## config.mk

```make
export PLATFORM = sky130hd
export DESIGN_NAME = mdio_slave_if
export DESIGN_NICKNAME = d
export VERILOG_FILES = /design/src/rtl/mdio_pkg.sv /design/src/rtl/mdio_sync_edge.sv /design/src/rtl/mdio_slave_if.sv
export SDC_FILE = /design/constraint.sdc
export NUM_CORES = 1
export LEC_CHECK = 0
export ABC_AREA = 1
export ABC_CLOCK_PERIOD_IN_PS = 2100
export CAP_MARGIN = 20
export CORE_MARGIN = 2
export CORE_UTILIZATION = 35
export DETAILED_ROUTE_END_ITERATION = 7
export PLACE_DENSITY = 0.57
export SLEW_MARGIN = 20
export SYNTH_ARGS = -nofsm -noshare
export SYNTH_HDL_FRONTEND = slang
export SYNTH_SLANG_ARGS = --single-unit
```

## constraint.sdc

```tcl
create_clock -name clk -period 2.1 [get_ports clk]
set_input_delay 0.42 -clock clk [delete_from_list [all_inputs] [get_ports clk]]
set_output_delay 0.42 -clock clk [all_outputs]
set_load 0.03 [all_outputs]
```

## src/rtl/mdio_pkg.sv

```systemverilog
// mdio_pkg: shared types and constants for the Clause-22 MDIO slave.
// Holds the frame FSM state encoding, the opcode and start-of-frame
// patterns, and the field widths used by mdio_slave_if.
package mdio_pkg;

  typedef enum logic [2:0] {
    ST_IDLE,
    ST_START,
    ST_OPCODE,
    ST_PHYAD,
    ST_REGAD,
    ST_TA,
    ST_WDATA,
    ST_RDATA
  } mdio_state_e;

  localparam logic [1:0] OP_WRITE  = 2'b01;
  localparam logic [1:0] OP_READ   = 2'b10;
  localparam logic [1:0] START_PAT = 2'b01;

  localparam int PHYAD_W = 5;
  localparam int REGAD_W = 5;
  localparam int DATA_W  = 16;

endpackage

```

## src/rtl/mdio_sync_edge.sv

```systemverilog
// mdio_sync_edge: brings the asynchronous MDC/MDIO pad signals into the
// clk domain and produces a one-cycle pulse on each MDC rising edge.
// Ports:
//   clk        - system clock
//   rst_n      - asynchronous active-low reset
//   mdc_i      - raw MDC from the pad
//   mdio_i     - raw MDIO from the pad
//   mdio_o     - synchronized MDIO level
//   mdc_rise_o - one clk pulse per synchronized MDC 0->1 transition
module mdio_sync_edge (
  input  logic clk,
  input  logic rst_n,
  input  logic mdc_i,
  input  logic mdio_i,
  output logic mdio_o,
  output logic mdc_rise_o
);

  // mdc_q[1:0] is the 2-flop synchronizer, mdc_q[2] the previous
  // synchronized level used for edge detection.
  logic [2:0] mdc_q;
  logic [1:0] mdio_q;

  always_ff @(posedge clk or negedge rst_n) begin
    if (!rst_n) begin
      mdc_q  <= '0;
      mdio_q <= '0;
    end else begin
      mdc_q  <= {mdc_q[1:0], mdc_i};
      mdio_q <= {mdio_q[0], mdio_i};
    end
  end

  assign mdio_o     = mdio_q[1];
  assign mdc_rise_o = mdc_q[1] & ~mdc_q[2];

endmodule

```

## src/rtl/mdio_slave_if.sv

```systemverilog
// mdio_slave_if: Clause-22 MDIO management slave in front of a PHY
// register file. Decodes frames sampled on MDC rising edges; writes
// become a one-clk ADDR/WR_DATA/WR_STB transaction, reads capture
// RD_DATA and shift it back out on MDIO.
// Ports:
//   clk      - system clock (>= 4x MDC)
//   reset    - asynchronous active-low reset
//   MDC      - management clock (async to clk)
//   MDIO_IN  - MDIO as seen at the pad
//   MDIO_OUT - value driven onto MDIO while MDIO_OE=1
//   MDIO_OE  - MDIO tristate enable (1 = slave drives)
//   ADDR     - register address to the register file
//   WR_DATA  - write data to the register file
//   WR_STB   - one-clk write strobe
//   RD_DATA  - combinational read data for the current ADDR
module mdio_slave_if
  import mdio_pkg::*;
#(
  parameter logic [4:0] PHY_ADDR     = 5'd0,
  parameter int         PREAMBLE_LEN = 32
) (
  input  logic                clk,
  input  logic                reset,
  input  logic                MDC,
  input  logic                MDIO_IN,
  output logic                MDIO_OUT,
  output logic                MDIO_OE,
  output logic [REGAD_W-1:0]  ADDR,
  output logic [DATA_W-1:0]   WR_DATA,
  output logic                WR_STB,
  input  logic [DATA_W-1:0]   RD_DATA
);

  logic mdio_s;
  logic mdc_rise;

  mdio_sync_edge u_sync (
    .clk        (clk),
    .rst_n      (reset),
    .mdc_i      (MDC),
    .mdio_i     (MDIO_IN),
    .mdio_o     (mdio_s),
    .mdc_rise_o (mdc_rise)
  );

  mdio_state_e         state_q, state_d;
  logic [4:0]          bit_cnt_q, bit_cnt_d;
  logic [5:0]          pre_cnt_q, pre_cnt_d;
  logic [1:0]          op_q, op_d;
  logic [DATA_W-1:0]   shift_q, shift_d;
  logic [REGAD_W-1:0]  addr_q, addr_d;
  logic [DATA_W-1:0]   wdata_q, wdata_d;
  logic                wr_stb_q, wr_stb_d;
  logic                oe_q, oe_d;
  logic                out_q, out_d;

  // Field values as they complete on the current edge: the last bit is
  // still on mdio_s and has not been shifted in yet.
  logic [4:0] field5;
  logic [1:0] op_bits;
  logic       ta_ok;
  logic       pre_ok;

  assign field5  = {shift_q[3:0], mdio_s};
  assign op_bits = {op_q[0], mdio_s};
  assign ta_ok   = shift_q[0] & ~mdio_s;
  assign pre_ok  = int'(pre_cnt_q) >= PREAMBLE_LEN;

  always_ff @(posedge clk or negedge reset) begin
    if (!reset) begin
      state_q   <= ST_IDLE;
      bit_cnt_q <= '0;
      pre_cnt_q <= '0;
      op_q      <= '0;
      shift_q   <= '0;
      addr_q    <= '0;
      wdata_q   <= '0;
      wr_stb_q  <= 1'b0;
      oe_q      <= 1'b0;
      out_q     <= 1'b0;
    end else begin
      state_q   <= state_d;
      bit_cnt_q <= bit_cnt_d;
      pre_cnt_q <= pre_cnt_d;
      op_q      <= op_d;
      shift_q   <= shift_d;
      addr_q    <= addr_d;
      wdata_q   <= wdata_d;
      wr_stb_q  <= wr_stb_d;
      oe_q      <= oe_d;
      out_q     <= out_d;
    end
  end

  always_comb begin
    state_d = state_q;
    if (mdc_rise) begin
      case (state_q)
        ST_IDLE:   if (mdio_s == START_PAT[1] && pre_ok) state_d = ST_START;
        ST_START:  state_d = (mdio_s == START_PAT[0]) ? ST_OPCODE : ST_IDLE;
        ST_OPCODE: if (bit_cnt_q == 5'd1)
                     state_d = (op_bits == OP_WRITE || op_bits == OP_READ) ? ST_PHYAD : ST_IDLE;
        ST_PHYAD:  if (bit_cnt_q == 5'd4)
                     state_d = (field5 == PHY_ADDR) ? ST_REGAD : ST_IDLE;
        ST_REGAD:  if (bit_cnt_q == 5'd4) state_d = ST_TA;
        ST_TA:     if (bit_cnt_q == 5'd1) begin
                     if (op_q == OP_READ) state_d = ST_RDATA;
                     else                 state_d = ta_ok ? ST_WDATA : ST_IDLE;
                   end
        ST_WDATA:  if (bit_cnt_q == 5'd15) state_d = ST_IDLE;
        ST_RDATA:  if (bit_cnt_q == 5'd16) state_d = ST_IDLE;
        default:   state_d = ST_IDLE;
      endcase
    end
  end

  always_comb begin
    bit_cnt_d = bit_cnt_q;
    pre_cnt_d = pre_cnt_q;
    op_d      = op_q;
    shift_d   = shift_q;
    addr_d    = addr_q;
    wdata_d   = wdata_q;
    wr_stb_d  = 1'b0;
    oe_d      = oe_q;
    out_d     = out_q;
    if (mdc_rise) begin
      // One counter serves every field; it restarts whenever the state changes.
      bit_cnt_d = (state_d != state_q) ? 5'd0 : bit_cnt_q + 5'd1;
      case (state_q)
        ST_IDLE: begin
          if (mdio_s) begin
            if (pre_cnt_q != 6'h3F) pre_cnt_d = pre_cnt_q + 6'd1;
          end else if (!pre_ok) begin
            pre_cnt_d = '0;
          end
        end
        ST_START:  pre_cnt_d = '0;
        ST_OPCODE: op_d = op_bits;
        ST_PHYAD:  shift_d = {shift_q[DATA_W-2:0], mdio_s};
        ST_REGAD: begin
          shift_d = {shift_q[DATA_W-2:0], mdio_s};
          if (bit_cnt_q == 5'd4) addr_d = field5;
        end
        ST_TA: begin
          if (op_q == OP_READ) begin
            // First TA edge captures the register; second starts driving the TA zero.
            if (bit_cnt_q == 5'd0) begin
              shift_d = RD_DATA;
            end else begin
              oe_d  = 1'b1;
              out_d = 1'b0;
            end
          end else begin
            shift_d = {shift_q[DATA_W-2:0], mdio_s};
          end
        end
        ST_WDATA: begin
          shift_d = {shift_q[DATA_W-2:0], mdio_s};
          if (bit_cnt_q == 5'd15) begin
            wdata_d  = {shift_q[DATA_W-2:0], mdio_s};
            wr_stb_d = 1'b1;
          end
        end
        ST_RDATA: begin
          if (bit_cnt_q == 5'd16) begin
            oe_d  = 1'b0;
            out_d = 1'b0;
          end else begin
            out_d   = shift_q[DATA_W-1];
            shift_d = {shift_q[DATA_W-2:0], 1'b0};
          end
        end
        default: ;
      endcase
    end
  end

  assign ADDR     = addr_q;
  assign WR_DATA  = wdata_q;
  assign WR_STB   = wr_stb_q;
  assign MDIO_OE  = oe_q;
  assign MDIO_OUT = out_q;

endmodule
```

# Yosys cells after proc, flatten, opt, wreduce, memory -nomap -nowiden
# Index checks and enable logic that the tools add are counted.
# W data, S select, Z words.
# classes
shift	0
muxes	34
bitwise_logic	4
div	0
add_sub_neg	2
n_eq_ne	23
multipliers	0
magnitude_cmp	1
n_reduce_logical	16
# op_table
operator	count
$mux W16	3
$pmux W16 S3	1
$mux W3	11
$pmux W3 S8	1
$mux W6	3
$eq A3 B3 Y1 const B	4
$pmux W6 S2	1
$reduce_and A4 Y1	3
$logic_not A5 Y1	2
$mux W1	9
$ne A2 B2 Y1 const B	4
$add A6 B1 Y6 const B	1
$eq A3 B2 Y1 const B	2
$ge A6 B6 Y1 const B	1
$ne A3 B3 Y1 const B	2
$ne A6 B6 Y1 const B	1
$reduce_and A3 Y1	2
$add A5 B1 Y5 const B	1
$eq A5 B1 Y1 const B	1
$eq A5 B3 Y1 const B	1
$eq A5 B4 Y1 const B	1
$eq A5 B5 Y1 const B	1
$mux W5	1
$reduce_and A5 Y1	1
other kinds (16)	22
# word_totals
wordCells	92
romBits	0
out_inout_bits	24
mem_count	0
reg_bits	61
mem_bits_rw	0
latchBits	0
in_bits	20

# Longest topological paths before layout
# depth
depth_word	9
mapped_depth	15

# Modules after synthesis
# From an unflattened synthesis, not the netlist that was laid out.
# hier_totals
cells_unflattened	350
area_unflattened_um2	3002.9
# by_module_without_submodules
module	instances	seq_area_each_um2	area_each_um2	cells_each
mdio_slave_if	1	1401.3	2867.8	343
mdio_sync_edge	1	125.1	135.1	7

# Worst setup path after synthesis
# No wires, ideal clock.
# synth_timing
path_kind	flip-flop to flip-flop
from	register bit_cnt_q[0]
to	register bit_cnt_q[2]
path_buffers	0
setup_slack_ns	0.456
t_arrival_ns	1.524
period_less_slack_ns	1.644
setup_ns	0.120
path_stages_with_launch	14
path_cell_list	dfrtp_1 -> ha_1 -> nand2_1 -> nor2_1 -> ha_1 -> nor2_1 -> a21oi_1 -> nand2_1 -> nor2_1 -> nand3_1 -> nand2_1 -> inv_2 -> nand2_2 -> nor2_1
# synth_between
elab_chain_cells	6
word_cells_on_any_way	15
cone_classes	add/sub: 1; eq/ne: 5; mux: 9
# synth_lines
item	line	source
start: declaration	mdio_slave_if.sv:47	logic [4:0] bit_cnt_q, bit_cnt_d;
start signal: assignment	mdio_slave_if.sv:83	bit_cnt_q <= bit_cnt_d;
$eq A5 B5 Y1 (tied with other cells)	mdio_slave_if.sv:111	ST_RDATA: if (bit_cnt_q == 5'd16) state_d = ST_IDLE;
$mux W3 (tied with other cells)	mdio_slave_if.sv:111	
$pmux W3 S8	mdio_slave_if.sv:98	case (state_q)
$mux W3	mdio_slave_if.sv:97	if (mdc_rise) begin
$ne A3 B3 Y1	mdio_slave_if.sv:129	bit_cnt_d = (state_d != state_q) ? 5'd0 : bit_cnt_q + 5'd1;
$mux W5 *	mdio_slave_if.sv:129	
# Every way passes the cells marked *; elsewhere a longest branch is shown, timed or not.
# A chain may end at the register's enable or synchronous reset.

# Final worst setup path
# layout_timing
from	register bit_cnt_q[1]
to	register bit_cnt_q[2]
# The elaborated chain is that of the path after synthesis.

==> results.md <==
- Yosys top cell area share: between 50% and 60%
- Ranking of synthesized cells by area: dfrtp_1, nand2_1, o21ai_0, inv_1, o211ai_1
- Worst setup path category: reg -> reg
- FP Rows: 33
- CTS tree: done
- Fill cells: around 840
- R2r startpoint: bit_cnt_q[1]
- Sequential share of the synthesized area: between 50% and 60%
- Net Sw Power: 1.24 mW
- Synth warnings: 0
- R2R Path End: bit_cnt_q[2]
- Initial Utilization: a little over a third
- Setup_tns: 0 ns
- Vias in the first global route: about 2,300
- Worst EP arrival: 2.03 ns
- CTS root buf: clkbuf_8
- DR vias/cell: ~4.8
- Core Region: ~8300 um2
- Synthesized net count: 381
- Final Max Slew Viols: 0
- Initial antenna violation count: 0
- Post-Route Utilization: between 40% and 50%
- Count of different cell masters after synthesis: 32
- Area added between synthesis and finish: 27.0%
- Sw Ratio: between 30% and 40%
- Pre-Repair DR Iteration Count: 4
- Endpoints failing setup: 0
- CTS buffer count: 9
- Syn Std Cell Area: 2990 um2
- Die ar.: approximately 9300 um2
- Synthesized instance count: between 300 and 400
- Commonest non-fill, non-tap cell in the layout: nand2_1
- Die W: a little under 100 um
- ANT cells: 0
- WL final: approximately 6500 um
- Int Power: approximately 2.5 mW
- Slew margin rel.: between 70 and 80%
- IO buf count: 43
- EDFF count, synth: 0
- Max IR drop VDD: roughly 0.00043 V
- Clock-pin transition on the worst setup and hold timing paths: about 0.060 ns
- Final net count: about 430
- Gr ovfl total: 0
- Critical path's largest stage delay: approximately 0.4 ns
- Hold depth: 0
- Global-route wire length before repair: ~11,000 um
- Post-layout min period: 1.81 ns
- Largest net degree at the start of global routing: 34
- DIE HEIGHT: a little under 100 um
- Synth area leader: dfrtp_1
- Max Clk Rate: roughly 550 MHz
- Comb pwr share: about 28%
- IO Pins: 44
- RSZ-0062 raised after global routing: false
- Cell mode on critical path: nand2_1
- Via count: 2,454
- Clock skew: 0.00826 ns
- Residual DRC: 0
- Clk pwr share: a little over 30%
- Routed Antenna Nets: 0
- Reg2reg path depth: 13
- R2R setup slack: between 0.2 and 0.3 ns
- Max Root-Sink Buffers: 2
- Worst Setup End Kind: register
- Final Hold Viols: 0
- CTS H-tree depth: 3
- Routability Congestion: just over 0.9
- Crit path max fanout: 4
- CP max-delay cell: dfrtp_1
- Worst-Skew Late Latency: roughly 0.33 ns
- Most frequent cells in the layout: nand2_1, dfrtp_1, clkdlybuf4s50_1
- Worst Hold Class: reg -> reg
- CP Data Required Time: ~2.3 ns
- Flop pwr share: around two fifths
- Outcome: finished clean
- Pwr Density: 977 nW/um2
- Initial detailed-routing violation count: 170
- Avg WL per Cell: 12.6 um
- Slew @ Worst Pin: roughly 0.41 ns
- Worst-path cell chain: inv_1, ha_1, nand2_1, nor2_1, nand2_1, nand2_1, nand3b_1, nor2_1, nand3_1, nand2_1, inv_2, nand2_2, nor2_1
- Post-route clock period utilization: between 80% and 90%
- Share of cells above drive strength 1: 11.4%
- P_leak: 1.77 nW
- CP Launch Type: register
- Global Route Usage Sum: 15.7%
- CP startpoint: bit_cnt_q[1]
- Hpwl dp: roughly 4800 um
- FF+latch count, synth: slightly above 60
- Critical path endpoint: bit_cnt_q[2]
- Clk sink count: 61
- Syn Area/Cell: between 8 and 9 um2
- Post-synth ARST share: 100%
- Max-cap violations: 0
- Main flop type after synthesis: dfrtp_1
-- sequential cells by signal (all words and copies together) (netlist names) --
| name | flops |
|---|---|
| WR_DATA | 16 |
| shift_q | 16 |
| pre_cnt_q | 6 |
| ADDR | 5 |
| bit_cnt_q | 5 |
| state_q | 3 |
| u_sync.mdc_q | 3 |
| op_q | 2 |
| u_sync.mdio_q | 2 |
| MDIO_OE | 1 |
| MDIO_OUT | 1 |
| WR_STB | 1 |
-- Yosys cell counts, types with 5 or more instances --
cell,number
clkbuf_1,6
a21oi_1,7
nand3_1,15
o21ai_0,31
nor2_1,23
dfrtp_1,61
o211ai_1,15
ha_1,6
inv_1,39
nand2_1,92
inv_2,5
o21ai_1,18
-- worst min path at each step --
stage | slack, ns | from | end
floorplan | 0.12 | reset | ADDR[0]
global placement | 0.34 | reset | u_sync.mdc_q[0]
detailed placement | 0.35 | reset | u_sync.mdc_q[0]
CTS | 0.36 | u_sync.mdc_q[0] | u_sync.mdc_q[1]
global route | 0.37 | u_sync.mdc_q[0] | u_sync.mdc_q[1]
finish | 0.37 | u_sync.mdc_q[0] | u_sync.mdc_q[1]
-- stage by stage --
step	cells	power, mW	setup slack [ns]	area (um2)	hold slack, ns
5_1_grt	516	4.02	0.0173	3800	0.374
6_report	516	3.71	0.287	3800	0.366
2_1_floorplan	355	2.30	0.456	2990	0.124
3_5_place_dp	500	2.60	0.239	3570	0.349
4_1_cts	516	3.76	0.224	3790	0.362
3_3_place_gp	500	2.58	0.309	3570	0.336
-- worst max-delay path, delay by kind of cell, from the launching register on --
family,cells,cell delay [ns]
flops,1,0.40
buf+inv,2,0.14
simple gates,10,0.97
fa+ha+maj,1,0.20
-- layout make-up --
class / count / area, um2 / area share, %
well taps: 105 / 131 / 3.46
clock inverters: 5 / 75.1 / 1.98
multi-input cells: 237 / 1230 / 32.3
repair buffers: 54 / 536 / 14.1
flip-flops and latches: 61 / 1530 / 40.2
clock buffers: 10 / 138 / 3.62
inverters: 44 / 165 / 4.35
-- power groups by stage --
stage | clock network [mW] | logic, mW | registers, mW
after floorplan | 0 | 0.795 | 1.51
after global placement | 0 | 1.03 | 1.55
after detailed placement | 0 | 1.05 | 1.55
after CTS | 1.17 | 1.05 | 1.53
after global routing | 1.23 | 1.22 | 1.57
final | 1.13 | 1.04 | 1.54
-- routing by layer --
metal / wire, um / up-vias / GRT usage [%]
met1: 3170 / 1132 / 22.5
met4: 128 / 0 / 7.51
li1: - / 1261 / -
met5: 0 / - / 0
met2: 2990 / 54 / 22.3
met3: 224 / 7 / 3.88
-- what timing repair did --
action	CTS	global route
endpoints found under the hold margin	12	0
endpoints found under the setup margin	0	5
resized for setup	0	2
hold buffers	1	0
setup buffers	0	0
-- kinds of logic (layout without fill, tap and decap cells) --
group / Yosys count / in the layout / share of synthesized area, %
and+or+nand+nor: 149 / 149 / 22.1
AOI/OAI and AO/OA: 79 / 79 / 15.4
DFF: 61 / 61 / 51.0
buffers and inverters: 57 / 113 / 8.08
adders and majority gates: 6 / 6 / 2.51
xor gates and xnor gates: 3 / 3 / 0.879
Power figures use the tool's default switching activity.
